==> config.mk <==
export PLATFORM = sky130hd
export DESIGN_NAME = sa_seq_divider
export DESIGN_NICKNAME = d
export VERILOG_FILES = /design/src/rtl/sa_div_pkg.sv /design/src/rtl/sa_div_step.sv /design/src/rtl/sa_seq_divider.sv
export SDC_FILE = /design/constraint.sdc
export NUM_CORES = 1
export LEC_CHECK = 0
export CAP_MARGIN = 10
export CORE_AREA = 2 2 73 75
export DETAILED_ROUTE_END_ITERATION = 16
export DIE_AREA = 0 0 75 77
export MAX_ROUTING_LAYER = met4
export PLACE_DENSITY = 0.84
export SLEW_MARGIN = 15
export SYNTH_ARGS = -nofsm -noshare
export SYNTH_HDL_FRONTEND = slang
export SYNTH_SLANG_ARGS = --single-unit
==> constraint.sdc <==
create_clock -name clk -period 3.3 [get_ports clk]
set_input_delay 0.66 -clock clk [delete_from_list [all_inputs] [get_ports clk]]
set_output_delay 0.66 -clock clk [all_outputs]
set_load 0.02 [all_outputs]
==> src/rtl/sa_div_pkg.sv <==
// sa_div_pkg: shared definitions for the sequential restoring divider.
//   state_t    : controller states (IDLE, CALC, DONE)
//   MAX_W      : widest operand the helper function handles
//   DIV0_Q     : quotient reported on divide-by-zero (all ones; cast to WIDTH)
//   abs_mag()  : magnitude of a w-bit two's complement value (signed build)
package sa_div_pkg;

    typedef enum logic [1:0] {
        IDLE = 2'd0,
        CALC = 2'd1,
        DONE = 2'd2
    } state_t;

    localparam int MAX_W = 64;

    localparam logic [MAX_W-1:0] DIV0_Q = '1;

    // v holds a w-bit two's complement value zero-extended to MAX_W bits.
    // The result is its unsigned magnitude in the low w bits, so the most
    // negative value maps to 2^(w-1), which is still representable.
    function automatic logic [MAX_W-1:0] abs_mag(input logic [MAX_W-1:0] v, input int w);
        logic [MAX_W-1:0] mask;
        logic             neg;
        mask = (w >= MAX_W) ? '1 : ((MAX_W'(1) << w) - MAX_W'(1));
        neg  = |(v & (MAX_W'(1) << (w - 1)));
        if (neg) begin
            return (~v + MAX_W'(1)) & mask;
        end
        return v & mask;
    endfunction

endpackage

==> src/rtl/sa_div_step.sv <==
// sa_div_step: one combinational restoring-division iteration.
//   prem      in  WIDTH+1  current partial remainder (always < divisor)
//   bit_in    in  1        next dividend bit shifted into the remainder
//   divisor   in  WIDTH    divisor magnitude
//   prem_next out WIDTH+1  partial remainder after the trial subtraction
//   q_bit     out 1        quotient bit produced by this iteration
module sa_div_step #(
    parameter int WIDTH = 8
) (
    input  logic [WIDTH:0]   prem,
    input  logic             bit_in,
    input  logic [WIDTH-1:0] divisor,
    output logic [WIDTH:0]   prem_next,
    output logic             q_bit
);

    logic [WIDTH+1:0] shifted;
    logic [WIDTH+1:0] trial;

    // One extra bit above the shifted remainder keeps the sign of the
    // trial subtraction; a set sign bit means the divisor did not fit.
    assign shifted   = {prem, bit_in};
    assign trial     = shifted - {2'b00, divisor};
    assign q_bit     = ~trial[WIDTH+1];
    assign prem_next = q_bit ? trial[WIDTH:0] : shifted[WIDTH:0];

endmodule

==> src/rtl/sa_seq_divider.sv <==
// sa_seq_divider: multi-cycle restoring divider, one quotient bit per clock.
// Optional feature macro: SA_DIV_SIGNED_EN (two's complement operands,
// truncating division on magnitudes with sign correction of the results).
// Ports:
//   clk          in   rising-edge clock
//   rst_n        in   synchronous active-low reset
//   start        in   request, accepted only in IDLE or DONE
//   dividend     in   WIDTH  captured on accepted start
//   divisor      in   WIDTH  captured on accepted start
//   busy         out  high while iterating (CALC)
//   done         out  high for the single cycle spent in DONE
//   quotient     out  WIDTH  registered, held until next completion
//   remainder    out  WIDTH  registered, held until next completion
//   div_by_zero  out  set together with done when the divisor was zero
// Handshake: start is sampled on a rising edge only while the unit is ready
// (IDLE or DONE); the operands are consumed on that same edge, start seen
// during CALC is ignored, and results are valid exactly while done is high.
module sa_seq_divider
    import sa_div_pkg::*;
#(
    parameter int WIDTH = 8
) (
    input  logic             clk,
    input  logic             rst_n,
    input  logic             start,
    input  logic [WIDTH-1:0] dividend,
    input  logic [WIDTH-1:0] divisor,
    output logic             busy,
    output logic             done,
    output logic [WIDTH-1:0] quotient,
    output logic [WIDTH-1:0] remainder,
    output logic             div_by_zero
);

    localparam int CNT_W = $clog2(WIDTH) + 1;

    state_t           state;
    state_t           state_nxt;
    logic [CNT_W-1:0] cnt;
    logic [WIDTH:0]   prem;
    // dvd feeds dividend bits out of its MSB and collects quotient bits at
    // its LSB, so after WIDTH iterations it holds the quotient magnitude.
    logic [WIDTH-1:0] dvd;
    logic [WIDTH-1:0] dvs;
    logic [WIDTH:0]   step_prem;
    logic             step_q;
    logic             accept;
    logic             last;
    logic [WIDTH-1:0] q_mag;
    logic [WIDTH-1:0] r_mag;
    logic [WIDTH-1:0] q_res;
    logic [WIDTH-1:0] r_res;

    assign accept = start && ((state == IDLE) || (state == DONE));
    assign last   = (state == CALC) && (cnt == CNT_W'(1));
    assign busy   = (state == CALC);
    assign done   = (state == DONE);

    sa_div_step #(.WIDTH(WIDTH)) u_step (
        .prem      (prem),
        .bit_in    (dvd[WIDTH-1]),
        .divisor   (dvs),
        .prem_next (step_prem),
        .q_bit     (step_q)
    );

    assign q_mag = {dvd[WIDTH-2:0], step_q};
    assign r_mag = step_prem[WIDTH-1:0];

`ifdef SA_DIV_SIGNED_EN
    logic neg_q;
    logic neg_r;
    // Quotient magnitude 2^(WIDTH-1) with neg_q clear (-min / -1) wraps to
    // the most negative value without any special casing.
    assign q_res = neg_q ? (~q_mag + WIDTH'(1)) : q_mag;
    assign r_res = neg_r ? (~r_mag + WIDTH'(1)) : r_mag;
`else
    assign q_res = q_mag;
    assign r_res = r_mag;
`endif

    always_ff @(posedge clk) begin
        if (!rst_n) begin
            state <= IDLE;
        end else begin
            state <= state_nxt;
        end
    end

    always_comb begin
        state_nxt = state;
        case (state)
            IDLE: begin
                if (start) begin
                    state_nxt = (divisor == '0) ? DONE : CALC;
                end
            end
            CALC: begin
                if (cnt == CNT_W'(1)) begin
                    state_nxt = DONE;
                end
            end
            DONE: begin
                if (start) begin
                    state_nxt = (divisor == '0) ? DONE : CALC;
                end else begin
                    state_nxt = IDLE;
                end
            end
            default: state_nxt = IDLE;
        endcase
    end

    always_ff @(posedge clk) begin
        if (!rst_n) begin
            cnt         <= '0;
            prem        <= '0;
            dvd         <= '0;
            dvs         <= '0;
            quotient    <= '0;
            remainder   <= '0;
            div_by_zero <= 1'b0;
`ifdef SA_DIV_SIGNED_EN
            neg_q       <= 1'b0;
            neg_r       <= 1'b0;
`endif
        end else if (accept) begin
            if (divisor == '0) begin
                quotient    <= WIDTH'(DIV0_Q);
                remainder   <= dividend;
                div_by_zero <= 1'b1;
            end else begin
                div_by_zero <= 1'b0;
                prem        <= '0;
                cnt         <= CNT_W'(WIDTH);
`ifdef SA_DIV_SIGNED_EN
                dvd   <= WIDTH'(abs_mag(MAX_W'(dividend), WIDTH));
                dvs   <= WIDTH'(abs_mag(MAX_W'(divisor), WIDTH));
                neg_q <= dividend[WIDTH-1] ^ divisor[WIDTH-1];
                neg_r <= dividend[WIDTH-1];
`else
                dvd <= dividend;
                dvs <= divisor;
`endif
            end
        end else if (state == CALC) begin
            prem <= step_prem;
            dvd  <= {dvd[WIDTH-2:0], step_q};
            cnt  <= cnt - CNT_W'(1);
            if (last) begin
                quotient  <= q_res;
                remainder <= r_res;
            end
        end
    end

endmodule

==> results.json <==
{
  "fin_nets": 352,
  "min_period_ns": 2.43,
  "worst_pin_slew_ns": 0.612,
  "cts_root_buf": "clkbuf_8",
  "power.switching_mw": 0.552,
  "routabilityCongestion": 0.846,
  "placed_cell_area_um2": 2860,
  "fin_area_um2": 2940,
  "row_count": 26,
  "path_max_fanout": 7,
  "syn-mean-instance-area_um2": 8.43,
  "clock_power_share_pct": 22.1,
  "pwr-share-seq_pct": 42.0,
  "num_antenna_cells": 0,
  "cellLeakagePower_nw": 1.11,
  "synth_cell_types": 50,
  "fp.dieH_um": 77,
  "clock_sinks": 48,
  "rr_worst_depth": 10,
  "postLayoutCoreUtil_pct": 59.1,
  "swShare_pct": 35.1,
  "dominantRegCellSynth": "dfxtp_1",
  "power.internal_mw": 1.02,
  "hold_viol": 0,
  "drt-wirelength-per-cell_um": 14.3,
  "r2r-start": "dvs[1]",
  "drt_drc_violations_left": 0,
  "synth_commonest_cells": "dfxtp_1, nand2_1, nor2_1",
  "end_kind": "flop",
  "arrival_ns": 2.62,
  "die_x_um": 75,
  "synth_area_leaders": "dfxtp_1, nand2_1, a21oi_1",
  "path_class": "reg -> reg",
  "crit_start": "dvs[1]",
  "insertion_delay_ns": 0.31,
  "finalSetupViolCount": 0,
  "cp.required_ns": 3.49,
  "path_clk_slew_ns": 0.09,
  "cts_setup_buffers": 0,
  "r2r_end": "remainder[6]",
  "cts_tree": "done",
  "ys_seq_area_share_pct": 39.7,
  "synthToLayoutAreaGrowth_pct": 21.7,
  "viasPerCell": 5.53,
  "grt_first_pass_wirelength_mm": 9.47,
  "whs_ns": 0.458,
  "max_freq_mhz": 412,
  "synth_top_area_share_pct": 39.7,
  "htreeDepth": 2,
  "async_reset_ff_share_pct": 0,
  "first_pass_iters": 4,
  "r2r_slack_ns": 0.87,
  "maxSlewHeadroom_pct": 59.0,
  "io_pins": 38,
  "worst_setup_path_endpoint": "remainder[6]",
  "drv_cap": 0,
  "slew_violations": 0,
  "fin_tns_setup_ns": 0,
  "wl_mm": 5.63,
  "initial_core_util_pct": 48.6,
  "antenna_found_initial": 0,
  "portBuffers": 37,
  "dr_total_vias": 2173,
  "grt_pass1_vias": 2103,
  "numCtsBuffers": 5,
  "synthesis.area_um2": 2420,
  "drive_above_1_share_pct": 8.36,
  "synth.net_count": 317,
  "fillers": 428,
  "hold_class": "reg -> reg",
  "fin_crit_sh_pct": 73.5,
  "drtAntennaViolNets": 0,
  "ys_ff_latch": 48,
  "setup_ws_ns": 0.873,
  "synthCells": 287,
  "synth_edf_count": 0,
  "grt_max_degree": 29,
  "clock_skew_ns": 0.0102,
  "design.die.area_um2": 5780,
  "cts_resized": 0,
  "pwr-share-comb_pct": 35.9,
  "overflow": 0,
  "postCtsHoldBufs": 0,
  "dp_hpwl_mm": 4.27,
  "track_usage_pct": 21.7,
  "cts_buffer_depth": 2,
  "pwr_density_cell_nw_per_um2": 534,
  "synth_largest_area_cell": "dfxtp_1",
  "status": "complete, no violations",
  "core_um2": 4980,
  "start_kind": "flop",
  "dp_slack_ns": 0.698,
  "rsz0062_at_grt": "false",
  "ys_warn_count": 0,
  "drtIter0Drc": 180,
  "peakVddDrop_v": 0.000349
}
## worst max-delay path: stages, from the launching register on
cell and delay [ns]:
dfxtp_1 0.33, inv_1 0.07, ha_1 0.26, nor2b_2 0.17, o21ai_2 0.09, o211ai_2 0.24, a31oi_4 0.12, xnor2_2 0.42
buf_4 0.26, mux2i_1 0.25, o22ai_1 0.10
## state kept, by name (all words and copies together) (netlist names)
register,cells
prem,9
dvd,8
dvs,8
quotient,8
remainder,8
cnt,4
state,2
div_by_zero,1
## per-stage QoR
step,cells,power [mW]
floorplan,287,1.11
global placement,385,1.21
detailed placement,385,1.23
CTS,393,1.57
global route,393,1.65
finish,393,1.57
## cells by family after synthesis
kind of cell	after synthesis	share of synthesized area [%]
AO/OA/AOI/OAI	81	24.5
XOR/XNOR	5	2.12
adder cells (fa/ha/maj)	11	6.00
buffers and inverters	29	4.91
flip-flops	48	39.7
multiplexers	7	3.10
AND/OR/NAND/NOR	106	19.6
## cell type report
| class | count | area [um2] | area share (%) |
|---|---|---|---|
| multi-input combinational | 210 | 1340 | 45.5 |
| sequential | 48 | 961 | 32.7 |
| timing repair buffer | 43 | 415 | 14.1 |
| tap | 70 | 87.6 | 2.98 |
| clock buffer | 5 | 68.8 | 2.34 |
| inverter | 14 | 52.6 | 1.79 |
| clock inverter | 3 | 18.8 | 0.638 |
## cells in the final DEF, fill, tap and decap left out, types with 3 or more instances in the layout
cell	instances
mux2i_1	6
nand2b_1	3
xor2_1	3
nand3_1	5
o21ai_0	6
o221a_1	8
nor4_1	3
a311oi_1	6
a21oi_1	25
clkbuf_8	5
o21a_1	3
o22ai_1	6
buf_4	6
a211oi_1	3
clkdlybuf4s50_1	37
ha_1	10
a21o_1	3
dfxtp_1	48
o21ai_1	8
and2_1	4
inv_1	13
nor2_1	30
nand2_1	48
## layer usage
layer	track usage (%)	routed length, um
met3	3.42	213
met4	8.75	133
met2	34.4	2840
met5	-	0
met1	27.2	2450
## worst min-delay path by stage
stage / from / end / slack, ns / cells after the start
floorplan: dvs[3] / dvs[3] / 0.44 / 2
global placement: dvs[5] / dvs[5] / 0.44 / 2
detailed placement: dvs[5] / dvs[5] / 0.45 / 2
CTS: dvs[5] / dvs[5] / 0.46 / 2
global route: dvs[6] / dvs[6] / 0.48 / 2
finish: dvs[5] / dvs[5] / 0.46 / 2
## power groups by stage
stage,Sequential (mW),Clock (mW),Combinational (mW)
after global routing,0.665,0.373,0.616
after detailed placement,0.672,0,0.558
after CTS,0.659,0.350,0.563
final,0.659,0.347,0.564
after global placement,0.671,0,0.542
after floorplan,0.670,0,0.436
Power figures use the tool's default switching activity.
